File: src/rtl/init_value_bank.sv
// Multi-channel constant source: every channel holds INIT out of reset and is
// rewritten through a small request FIFO, each request carrying a drive delay.
module init_value_bank #(
  parameter int WIDTH    = 32,
  parameter int CHANNELS = 4,
  parameter int DEPTH    = 4,
  parameter int INIT     = 42,
  parameter int DLY_W    = 8,
  localparam int CW      = (CHANNELS > 1) ? $clog2(CHANNELS) : 1
) (
  input  logic                         clk,
  input  logic                         rst_n,
  input  logic                         reload,
  input  logic                         wr_valid,
  output logic                         wr_ready,
  input  logic [CW-1:0]                wr_chan,
  input  logic [WIDTH-1:0]             wr_data,
  input  logic [DLY_W-1:0]             wr_delay,
  output logic [CHANNELS*WIDTH-1:0]    out_data,
  output logic [CHANNELS-1:0]          out_changed,
  output logic                         err,
  output logic                         busy
);

  localparam int AW = $clog2(DEPTH);
  localparam logic [WIDTH-1:0] INIT_V = WIDTH'(INIT);
  localparam logic [CW:0] CH_LIM = (CW+1)'(CHANNELS);
  localparam logic [AW:0] FULL_CNT = (AW+1)'(DEPTH);

  typedef enum logic {S_IDLE, S_WAIT} state_t;

  state_t state, next_state;

  logic [CW-1:0]    mem_chan [DEPTH];
  logic [WIDTH-1:0] mem_data [DEPTH];
  logic [DLY_W-1:0] mem_dly  [DEPTH];
  logic [AW:0]      wr_ptr, rd_ptr, count;
  logic             empty, full, push, pop, apply;

  logic [CW-1:0]    hold_chan;
  logic [WIDTH-1:0] hold_data;
  logic [DLY_W-1:0] cnt;
  logic [WIDTH-1:0] chan_q [CHANNELS];

  assign count    = wr_ptr - rd_ptr;
  assign empty    = (count == '0);
  assign full     = (count == FULL_CNT);
  assign wr_ready = !full && !reload;
  assign push     = wr_valid && wr_ready;
  assign busy     = !empty || (state != S_IDLE);

  // Pops look at the pre-edge FIFO contents, so a same-edge push is never popped.
  always_comb begin
    next_state = state;
    pop        = 1'b0;
    apply      = 1'b0;
    if (reload) begin
      next_state = S_IDLE;
    end else begin
      case (state)
        S_IDLE: begin
          if (!empty) begin
            pop        = 1'b1;
            next_state = S_WAIT;
          end
        end
        S_WAIT: begin
          if (cnt == '0) begin
            apply = 1'b1;
            if (!empty) pop = 1'b1;
            else        next_state = S_IDLE;
          end
        end
        default: next_state = S_IDLE;
      endcase
    end
  end

  always_ff @(posedge clk or negedge rst_n) begin
    if (!rst_n) state <= S_IDLE;
    else        state <= next_state;
  end

  always_ff @(posedge clk) begin
    if (push) begin
      mem_chan[wr_ptr[AW-1:0]] <= wr_chan;
      mem_data[wr_ptr[AW-1:0]] <= wr_data;
      mem_dly[wr_ptr[AW-1:0]]  <= wr_delay;
    end
  end

  always_ff @(posedge clk or negedge rst_n) begin
    if (!rst_n) begin
      wr_ptr <= '0;
      rd_ptr <= '0;
    end else if (reload) begin
      wr_ptr <= '0;
      rd_ptr <= '0;
    end else begin
      if (push) wr_ptr <= wr_ptr + 1'b1;
      if (pop)  rd_ptr <= rd_ptr + 1'b1;
    end
  end

  always_ff @(posedge clk or negedge rst_n) begin
    if (!rst_n) begin
      hold_chan <= '0;
      hold_data <= '0;
      cnt       <= '0;
    end else if (pop) begin
      hold_chan <= mem_chan[rd_ptr[AW-1:0]];
      hold_data <= mem_data[rd_ptr[AW-1:0]];
      cnt       <= mem_dly[rd_ptr[AW-1:0]];
    end else if (!reload && state == S_WAIT && cnt != '0) begin
      cnt <= cnt - 1'b1;
    end
  end

  always_ff @(posedge clk or negedge rst_n) begin
    if (!rst_n) begin
      for (int c = 0; c < CHANNELS; c++) chan_q[c] <= INIT_V;
      out_changed <= '0;
      err         <= 1'b0;
    end else begin
      out_changed <= '0;
      err         <= 1'b0;
      if (reload) begin
        for (int c = 0; c < CHANNELS; c++) chan_q[c] <= INIT_V;
        out_changed <= '1;
      end else if (apply) begin
        if ({1'b0, hold_chan} < CH_LIM) begin
          for (int c = 0; c < CHANNELS; c++) begin
            if (hold_chan == CW'(c)) begin
              chan_q[c]      <= hold_data;
              out_changed[c] <= 1'b1;
            end
          end
        end else begin
          err <= 1'b1;
        end
      end
    end
  end

  for (genvar g = 0; g < CHANNELS; g++) begin : g_out
    assign out_data[g*WIDTH +: WIDTH] = chan_q[g];
  end

endmodule

File: config.mk
export PLATFORM = sky130hd
export DESIGN_NAME = init_value_bank
export DESIGN_NICKNAME = d
export VERILOG_FILES = /design/src/rtl/init_value_bank.sv
export SDC_FILE = /design/constraint.sdc
export NUM_CORES = 1
export LEC_CHECK = 0
export ABC_AREA = 1
export BUFFER_PORTS_ARGS = -buffer_cell sky130_fd_sc_hd__buf_2
export CORE_ASPECT_RATIO = 1.4
export CORE_MARGIN = 1
export CORE_UTILIZATION = 60
export DETAILED_ROUTE_END_ITERATION = 12
export GPL_TIMING_DRIVEN = 0
export PLACE_DENSITY_LB_ADDON = 0.08
export SLEW_MARGIN = 0
export SYNTH_ARGS = -nofsm -noshare
export SYNTH_HDL_FRONTEND = slang
export SYNTH_SLANG_ARGS = --single-unit
File: constraint.sdc
create_clock -name clk -period 6.4 [get_ports clk]
set_input_delay 0 -clock clk [delete_from_list [all_inputs] [get_ports clk]]
set_output_delay 0 -clock clk [all_outputs]
set_load 0.02 [all_outputs]
Word-level counts from Yosys, hierarchy flattened
Memory sizes are Yosys's and may differ from the RTL's. A register that Yosys moved wholly into a read port is not among the register bits.
Index checks and enable logic that the tools add are counted.
{"block": "totals", "word_cells": 77, "latch_bits": 0, "inputBits": 46, "n_memories": 3, "ram_bits": 168, "register_bits": 147, "out_inout_bits": 135, "romBits": 0}
{"name": "mem_data", "words": 4, "width": 32, "read_ports": 1, "rd_clocked_by_memory_dff": 1, "wr": 1, "line_no": "35", "source": "logic [WIDTH-1:0] mem_data [DEPTH];"}
{"name": "mem_dly", "words": 4, "width": 8, "read_ports": 1, "rd_clocked_by_memory_dff": 0, "wr": 1, "line_no": "36", "source": "logic [DLY_W-1:0] mem_dly [DEPTH];"}
{"name": "mem_chan", "words": 4, "width": 2, "read_ports": 1, "rd_clocked_by_memory_dff": 1, "wr": 1, "line_no": "34", "source": "logic [CW-1:0] mem_chan [DEPTH];"}
{"block": "classes", "bitwise_logic": 1, "addsub": 4, "eq_ne": 4, "n_mul": 0, "shifts": 0, "magnitude_cmp": 0, "reduce_logical": 26, "muxes": 30, "div": 0}
{"operator": "128-bit two-way mux", "n": 2}
{"operator": "32-bit two-way mux", "n": 4}
{"operator": "8-bit two-way mux", "n": 2}
{"operator": "2-bit nonzero test", "n": 8}
{"operator": "1-bit two-way mux", "n": 14}
{"operator": "3-bit two-way mux", "n": 4}
{"operator": "8-bit logical NOT", "n": 1}
{"operator": "4-bit two-way mux", "n": 2}
{"operator": "2-bit AND reduction", "n": 4}
{"operator": "8-bit nonzero test", "n": 1}
{"operator": "8-bit by 1-bit subtractor with 8-bit output, second input constant", "n": 1}
{"operator": "3-bit by 1-bit adder with 3-bit output, second input constant", "n": 2}
{"operator": "1-bit logical NOT", "n": 5}
{"operator": "2-bit equality test, second input constant", "n": 2}
{"operator": "1-bit logical AND", "n": 4}
{"operator": "1-bit one-hot mux with 2 select lines", "n": 2}
{"operator": "3-bit equality test, second input constant", "n": 1}
{"operator": "3-bit logical NOT", "n": 1}
{"operator": "3-bit subtractor", "n": 1}
{"operator": "2-bit by 1-bit equality test with 1-bit output, second input constant", "n": 1}
{"operator": "2-bit logical NOT", "n": 1}
{"operator": "1-bit logical OR", "n": 1}
{"operator": "1-bit NOT", "n": 1}

Logic depth before layout (Yosys ltp)
Gate-level depths: netlist of the first run.
{"block": "depth", "ltp_word": 8, "depth_mapped": 13}

Worst setup path after synthesis of the first run
OpenSTA, ideal clock, no wires.
{"block": "synth_path", "kind": "flip-flop to flip-flop", "startpoint": "reg rd_ptr[1]", "endpoint": "mem mem_chan[0][0] (netlist name), enable pin", "stages_incl_launch_ff": 11, "t_required_ns": 5.958, "setup_ns": 0.442, "path_buffers": 1, "arrival_ns": 3.615, "setup_slack_ns": 2.344, "cell_sequence": "dfrtp_1 clkinv_1 clkbuf_1 ha_1 a21oi_1 nand2_1 nand3_1 nand2_1 inv_1 nand2_1 nor2_1"}
{"block": "synth_via", "elab_chain_cells": 7}
{"element": "start: declaration", "line_no": "37", "source": "logic [AW:0] wr_ptr, rd_ptr, count;"}
{"element": "start signal: assignment", "line_no": "101", "source": "if (pop) rd_ptr <= rd_ptr + 1'b1;"}
{"element": "3-bit subtractor", "line_no": "45", "source": "assign count = wr_ptr - rd_ptr;"}
{"element": "3-bit equality test", "line_no": "47", "source": "assign full = (count == FULL_CNT);"}
{"element": "1-bit logical NOT", "line_no": "48", "source": "assign wr_ready = !full && !reload;"}
{"element": "1-bit logical AND", "line_no": "48"}
{"element": "named net wr_ready", "line_no": "15", "source": "output logic wr_ready,"}
{"element": "1-bit logical AND", "line_no": "49", "source": "assign push = wr_valid && wr_ready;"}
{"element": "1-bit two-way mux", "line_no": "85", "source": "if (push) begin"}
{"element": "1-bit two-way mux (implied by the code)", "line_no": "86", "source": "mem_chan[wr_ptr[AW-1:0]] <= wr_chan;"}
{"element": "end: declaration", "line_no": "34"}
The timed path passes the listed nets, and every way through them passes these cells.

Worst setup path in the final report of the first run
{"block": "layout_path", "startpoint": "reg rd_ptr[1]", "endpoint": "mem mem_data[3][11], enable pin"}
{"block": "layout_via", "elab_chain_cells": 7}
{"element": "3-bit subtractor", "line_no": "45"}
{"element": "3-bit equality test", "line_no": "47"}
{"element": "1-bit logical NOT", "line_no": "48"}
{"element": "1-bit logical AND", "line_no": "48"}
{"element": "1-bit logical AND", "line_no": "49"}
{"element": "1-bit two-way mux", "line_no": "85"}
{"element": "1-bit two-way mux (implied by the code)", "line_no": "87", "source": "mem_data[wr_ptr[AW-1:0]] <= wr_data;"}
{"element": "end: declaration", "line_no": "35"}
No other way between the ends.

==> results of run 1 <==
-- sequential cells by signal, summed over array words and instances, names as in the netlist --
register and cells:
mem_data 128, out_data 128, hold_data 32, mem_dly 32
cnt 8, mem_chan 8, out_changed 4, rd_ptr 3
wr_ptr 3, hold_chan 2, state 1
-- metal layers --
layer  vias to the layer above  GRT usage (%)  wire length, um
met2                       334          46.01            15120
met3                        47          3.228             1705
met1                      4551          35.05            12840
li1                       4629              -                -
met5                         -              0                0
met4                         0          9.302              723
-- cell type report --
type,instances,area [um^2],area share (%)
clock buffers,45,870.8,5.265
clock inverters,9,68.82,0.4160
plain buffers,67,409.1,2.474
repair buffers,229,1479,8.941
flip-flops and latches,349,9589,57.97
well taps,301,376.6,2.277
multi-input cells,710,3366,20.35
inverters,101,381.6,2.307
-- cell families (layout without fill, tap and decap cells) --
logic type	after synthesis	in the layout	synth area share (%)
AO/OA/AOI/OAI	283	283	11.04
buffers and inverters	168	451	5.765
AND/OR/NAND/NOR	413	413	12.21
flip-flops	349	349	69.91
adder cells (fa/ha/maj)	8	8	0.7298
other	1	1	0.02734
XOR/XNOR	5	5	0.3193
-- cell usage after synthesis, drive strengths merged --
library cell	n
a21oi	3
a32o	2
buf	39
clkbuf	28
clkinv	1
conb	1
dfrtp	169
dfstp	12
edfxtp	168
ha	8
inv	100
nand2	264
nand3	24
nand4	5
nor2	117
o21ai	241
o22ai	37
or2	3
xnor2	3
xor2	2
-- report_power, final --
| part | internal, uW | switching, uW | total, uW |
|---|---|---|---|
| registers | 2960 | 279 | 3240 |
| clock network | 974 | 767 | 1740 |
| logic | 866 | 1800 | 2660 |
-- path summary, 6_finish.rpt --
| kind | end | cells after the start | slack [ns] |
|---|---|---|---|
| min in group clk | mem_data[3][15]$_DFFE_PP_ | 2 | 0.19 |
| worst max-delay path | mem_data[3][11]$_DFFE_PP_ | 11 | 2.63 |
| worst min register to register | out_data[1]$_DFFE_PN1P_ | 2 | 0.47 |
| worst min-delay path | out_data[48]$_DFFE_PN0P_ | 2 | 0.06 |
| worst max register to register | mem_data[3][11]$_DFFE_PP_ | 11 | 2.63 |
| max in group asynchronous | out_data[97]$_DFFE_PN1P_ | 3 | 5.47 |
-- timing repair --
item | in CTS | in global routing
hold buffers | 45 | 0
endpoints found under the hold margin | 289 | 0
buffers inserted | 0 | 0
setup endpoints to repair | 0 | 0
-- stage by stage --
stage | cells | utilization [%]
finish | 1811 | 73.69
global route | 1811 | 73.69
CTS | 1811 | 73.69
detailed placement | 1712 | 67.50
global placement | 1707 | 66.77
floorplan | 1227 | -
==> results.toml, run 1 <==
[setup_path]
crit_buf_inv = 4
worstSetupStartpoint = "rd_ptr[1]$_DFFE_PN0P_"
end_kind = "register"
worstPathMaxFanout = 22
r2r-start = "rd_ptr[1]$_DFFE_PN0P_"
slowest_delay_ns = 0.75
cp.arrival_ns = 4.02
startpoint_type = "register"
crit_type = "reg -> reg"
critPathSlowestCell = "nor2_4"
worstPathCellList = "clkinv_1 -> clkbuf_1 -> ha_1 -> a21oi_1 -> nand2_1 -> nand3_1 -> nand2_1 -> inv_1 -> nand2_1 -> nor2_4 -> buf_16"
critPathMostFrequentCell = "nand2_1"
cp.required_ns = 6.66
critical_path.top_delay_family = "simple AND/OR/NAND/NOR gates"

[power_and_ir_drop]
power_uw = 7647
power_density_nw_per_um2 = 462.3
p_leak_uw = 0.007286
ir_drop_mv = 0.2603

[global_route]
grt_max_degree = 108
antenna_found_initial = 0
grt.total_usage_pct = 26.79
grt_pass1_vias = 9492
grt-ovfl-total = 0
grt_pass1_wl_um = 48270

[cells_and_area]
drive_gt1_share_pct = 20.73
syn_to_final_growth_pct = 20.60
final_area_um2 = 16540
fill_cells = 1627
layout.nets = 1542
final_cell_mix = "nand2_1 (256), o21ai_0 (210), buf_2 (198)"
layout_commonest_cell = "nand2_1"
antennaDiodeCount = 0

[cts]
cts_made_buffers = 30
cts.repair.resized = 0
clockBufferDepth = 3
cts_max_level = 1
clock_latency_ns = 0.56
cts.clk_slew.worst_paths_ns = 0.07
cts_tree = "done"
clock-sinks = 349
cts-root-buf = "clkbuf_16"

[sta]
hold_viol_final = 0
min_period_ns = 3.766
setup_slack_ns = 2.634
setup_tns_ns = 0
rsz0062_at_grt = "false"
max_freq_mhz = 265.5
holdWs_ns = 0.06240
maxSlewHeadroom_pct = 44.53
fin_skew_ns = 0.01222
worst_slew_pin_slew_ns = 0.8300
finalCritPeriodShare_pct = 58.85
maxSlewViolCount = 0
finalSetupViolations = 0

[route]
via_per_inst = 5.279
drt-wirelength-per-cell_um = 16.78
wirelength_um = 30390
drt-pass1-iter-count = 5
drt_iter0_drc = 731
drc_errors = 0
final_antenna_net_count = 0
via_count = 9561

[place]
io_buffers = 179
dp_hpwl_um = 20800
gp_congestion = 0.7740
placed_area_um2 = 15150
pre_cts_slack_ns = 2.630

[yosys]
ys_types = 36
synthTopCellsByArea = "edfxtp_1 (37%), dfrtp_1 (31%), o21ai_0 (7.7%)"
syn-num-nets = 1281
synthCells = 1227
ys_ff_latch = 349
yosysSeqAreaShare_pct = 69.91
netlist_area_um2 = 13720
yosysTopAreaCell = "edfxtp_1"
synth_top_area_share_pct = 36.78
syn_area_per_cell_um2 = 11.18
synth-warning-count = 0

[die]
start_util_pct = 61.10
core_area_um2 = 22450
rows = 65
dieArea_um2 = 23480
fp.dieH_um = 180.9
top_level_ports = 181
die_x_um = 129.8

[min_path]
hold_path_class = "in -> async"

[status]
outcome = "completed"

[flow_run]
cap_violations = 0
(Power assumes the default switching activity.)
==> run 2, diff against run 1 <==
--- a/config.mk
+++ b/config.mk
@@ -9,7 +9,7 @@
 export BUFFER_PORTS_ARGS = -buffer_cell sky130_fd_sc_hd__buf_2
 export CORE_ASPECT_RATIO = 1.4
 export CORE_MARGIN = 1
-export CORE_UTILIZATION = 60
+export CORE_UTILIZATION = 57
 export DETAILED_ROUTE_END_ITERATION = 12
 export GPL_TIMING_DRIVEN = 0
 export PLACE_DENSITY_LB_ADDON = 0.08
==> constraint.sdc (replaced) <==
create_clock -name clk -period 3.5 [get_ports clk]
set_input_delay 0 -clock clk [delete_from_list [all_inputs] [get_ports clk]]
set_output_delay 0 -clock clk [all_outputs]
set_load 0.02 [all_outputs]
==> results.toml, run 2 (synthesis gave the netlist of run 1 again) <==
[setup_path]
critPathMostFrequentCell = "nand2_1"
critical_path.top_delay_family = "buffers and inverters"
worstPathMaxFanout = 12
critPathSlowestCell = "dfrtp_2"
cp.arrival_ns = 3.36
end_kind = "register"
crit_buf_inv = 4
startpoint_type = "register"
worstPathCellList = "clkinvlp_4 -> clkbuf_1 -> ha_1 -> a21oi_1 -> nand2_1 -> nand3_1 -> nand2_1 -> inv_1 -> nand2_1 -> nor2_4 -> buf_4"
cp.required_ns = 3.69
crit_type = "reg -> reg"
slowest_delay_ns = 0.51

[cells_and_area]
antennaDiodeCount = 0
layout.nets = 1555
syn_to_final_growth_pct = 22.77
final_cell_mix = "nand2_1 (256), o21ai_0 (210), buf_2 (198)"
drive_gt1_share_pct = 21.74
fin_cells = 1833
post-route-util_pct = 71.80
layout_commonest_cell = "nand2_1"

[die]
die_x_um = 133.1
core_area_um2 = 23450
rows = 66
fp.dieH_um = 185.5
top_level_ports = 181
start_util_pct = 58.48
dieArea_um2 = 24700

[global_route]
grt.total_usage_pct = 26.12
grt_pass1_vias = 9487
grt-ovfl-total = 0
grt_pass1_wl_um = 49830
antenna_found_initial = 0
grt_max_degree = 128

[sta]
finalSetupViolations = 0
maxSlewHeadroom_pct = 56.93
maxSlewViolCount = 0
hold_viol_final = 0
rsz0062_at_grt = "false"
finalCritPeriodShare_pct = 90.42
max_freq_mhz = 316.0
worst_slew_pin_slew_ns = 0.6461
setup_tns_ns = 0
fin_skew_ns = 0.01598
min_period_ns = 3.165

[place]
dp.cells = 1717
gp_congestion = 0.8138
dp_hpwl_um = 21370
io_buffers = 179

[power_and_ir_drop]
clkPwrFrac_pct = 25.8
power_uw = 14610
power_density_nw_per_um2 = 867.7
switching_share_pct = 36.30
p_seq_share_pct = 40.6
p_int_uw = 9307
ir_drop_mv = 0.5466
power.switching_uw = 5303
p_comb_share_pct = 33.6
p_leak_uw = 0.007427

[cts]
cts_tree = "done"
cts.clk_slew.worst_paths_ns = 0.07
cts_made_buffers = 34
clockBufferDepth = 3
clock_latency_ns = 0.51
cts-root-buf = "clkbuf_16"
clock-sinks = 349
cts_max_level = 2

[min_path]
hold_path_class = "in -> async"

[status]
outcome = "completed"

[route]
wirelength_um = 31060
drt-pass1-iter-count = 5
final_antenna_net_count = 0
via_per_inst = 5.270
drc_errors = 0
drt_iter0_drc = 618
via_count = 9660
drt-wirelength-per-cell_um = 16.94

[flow_run]
cap_violations = 0
[run 2: worst reg2reg max path, delay by kind of cell, from the launching register on]
family	cells	cell delay [ns]
adder cells (fa/ha/maj)	1	0.36
AND/OR/NAND/NOR	5	0.80
buffers and inverters	4	0.95
AO/OA/AOI/OAI	1	0.22
flip-flops	1	0.51
[run 2: repair_timing]
action | in CTS | in global routing
hold endpoints to repair | 341 | 0
pin swaps | 4 | 0
hold buffers | 45 | 0
gates resized for setup | 0 | 2
buffers inserted | 9 | 0
setup endpoints to repair | 110 | 164
[run 2: path summary, 6_finish.rpt]
check                                         start                       end  slack, ns  cells after the start
max                           rd_ptr[1]$_DFFE_PN0P_  mem_data[0][4]$_DFFE_PP_       0.34                     11
min in group clk                        wr_delay[5]   mem_dly[2][5]$_DFFE_PP_       0.25                      2
max reg2reg                   rd_ptr[1]$_DFFE_PN0P_  mem_data[0][4]$_DFFE_PP_       0.34                     11
min reg2reg                out_data[48]$_DFFE_PN0P_  out_data[48]$_DFFE_PN0P_       0.48                      2
max in group asynchronous                     rst_n  out_data[88]$_DFFE_PN0P_       2.54                      3
min                                           rst_n  out_data[48]$_DFFE_PN0P_      0.001                      2
[run 2: layout make-up]
type                       instances  area (um^2)
fill                            1718         6614
multi-input combinational        710         3366
timing repair buffer             238         1531
inverter                         101        385.4
buffer                            67        409.1
clock buffer                      49         1001
sequential                       349         9590
clock inverter                    13        172.7
tap                              306        382.9
[run 2: through the flow]
stage	worst slack [ns]	hold WS (ns)	cell area, um^2
floorplan	-0.5564	-0.2956	13720
global placement	-2.395	0.2136	14990
detailed placement	-0.1858	-0.05276	15140
CTS	0.1416	0.01260	16830
global route	0.09387	0.02670	16840
finish	0.3355	0.001447	16840
[run 2: power by group through the flow]
stage / Clock, uW / Combinational (uW) / Sequential [uW]
6_report: 3770 / 4910 / 5930
5_1_grt: 3990 / 5460 / 6020
4_1_cts: 3810 / 4960 / 5920
3_5_place_dp: 0 / 4860 / 5990
3_3_place_gp: 0 / 4680 / 6000
2_1_floorplan: 0 / 2530 / 6610
[run 2: layer usage]
metal  vias up  wire length [um]  global-route usage (%)
met1      4614             13010                   34.11
met4         0               786                   9.364
met2       323             15560                   45.01
li1       4665                 -                       -
met3        58              1705                   3.540
met5         -                 0                       0
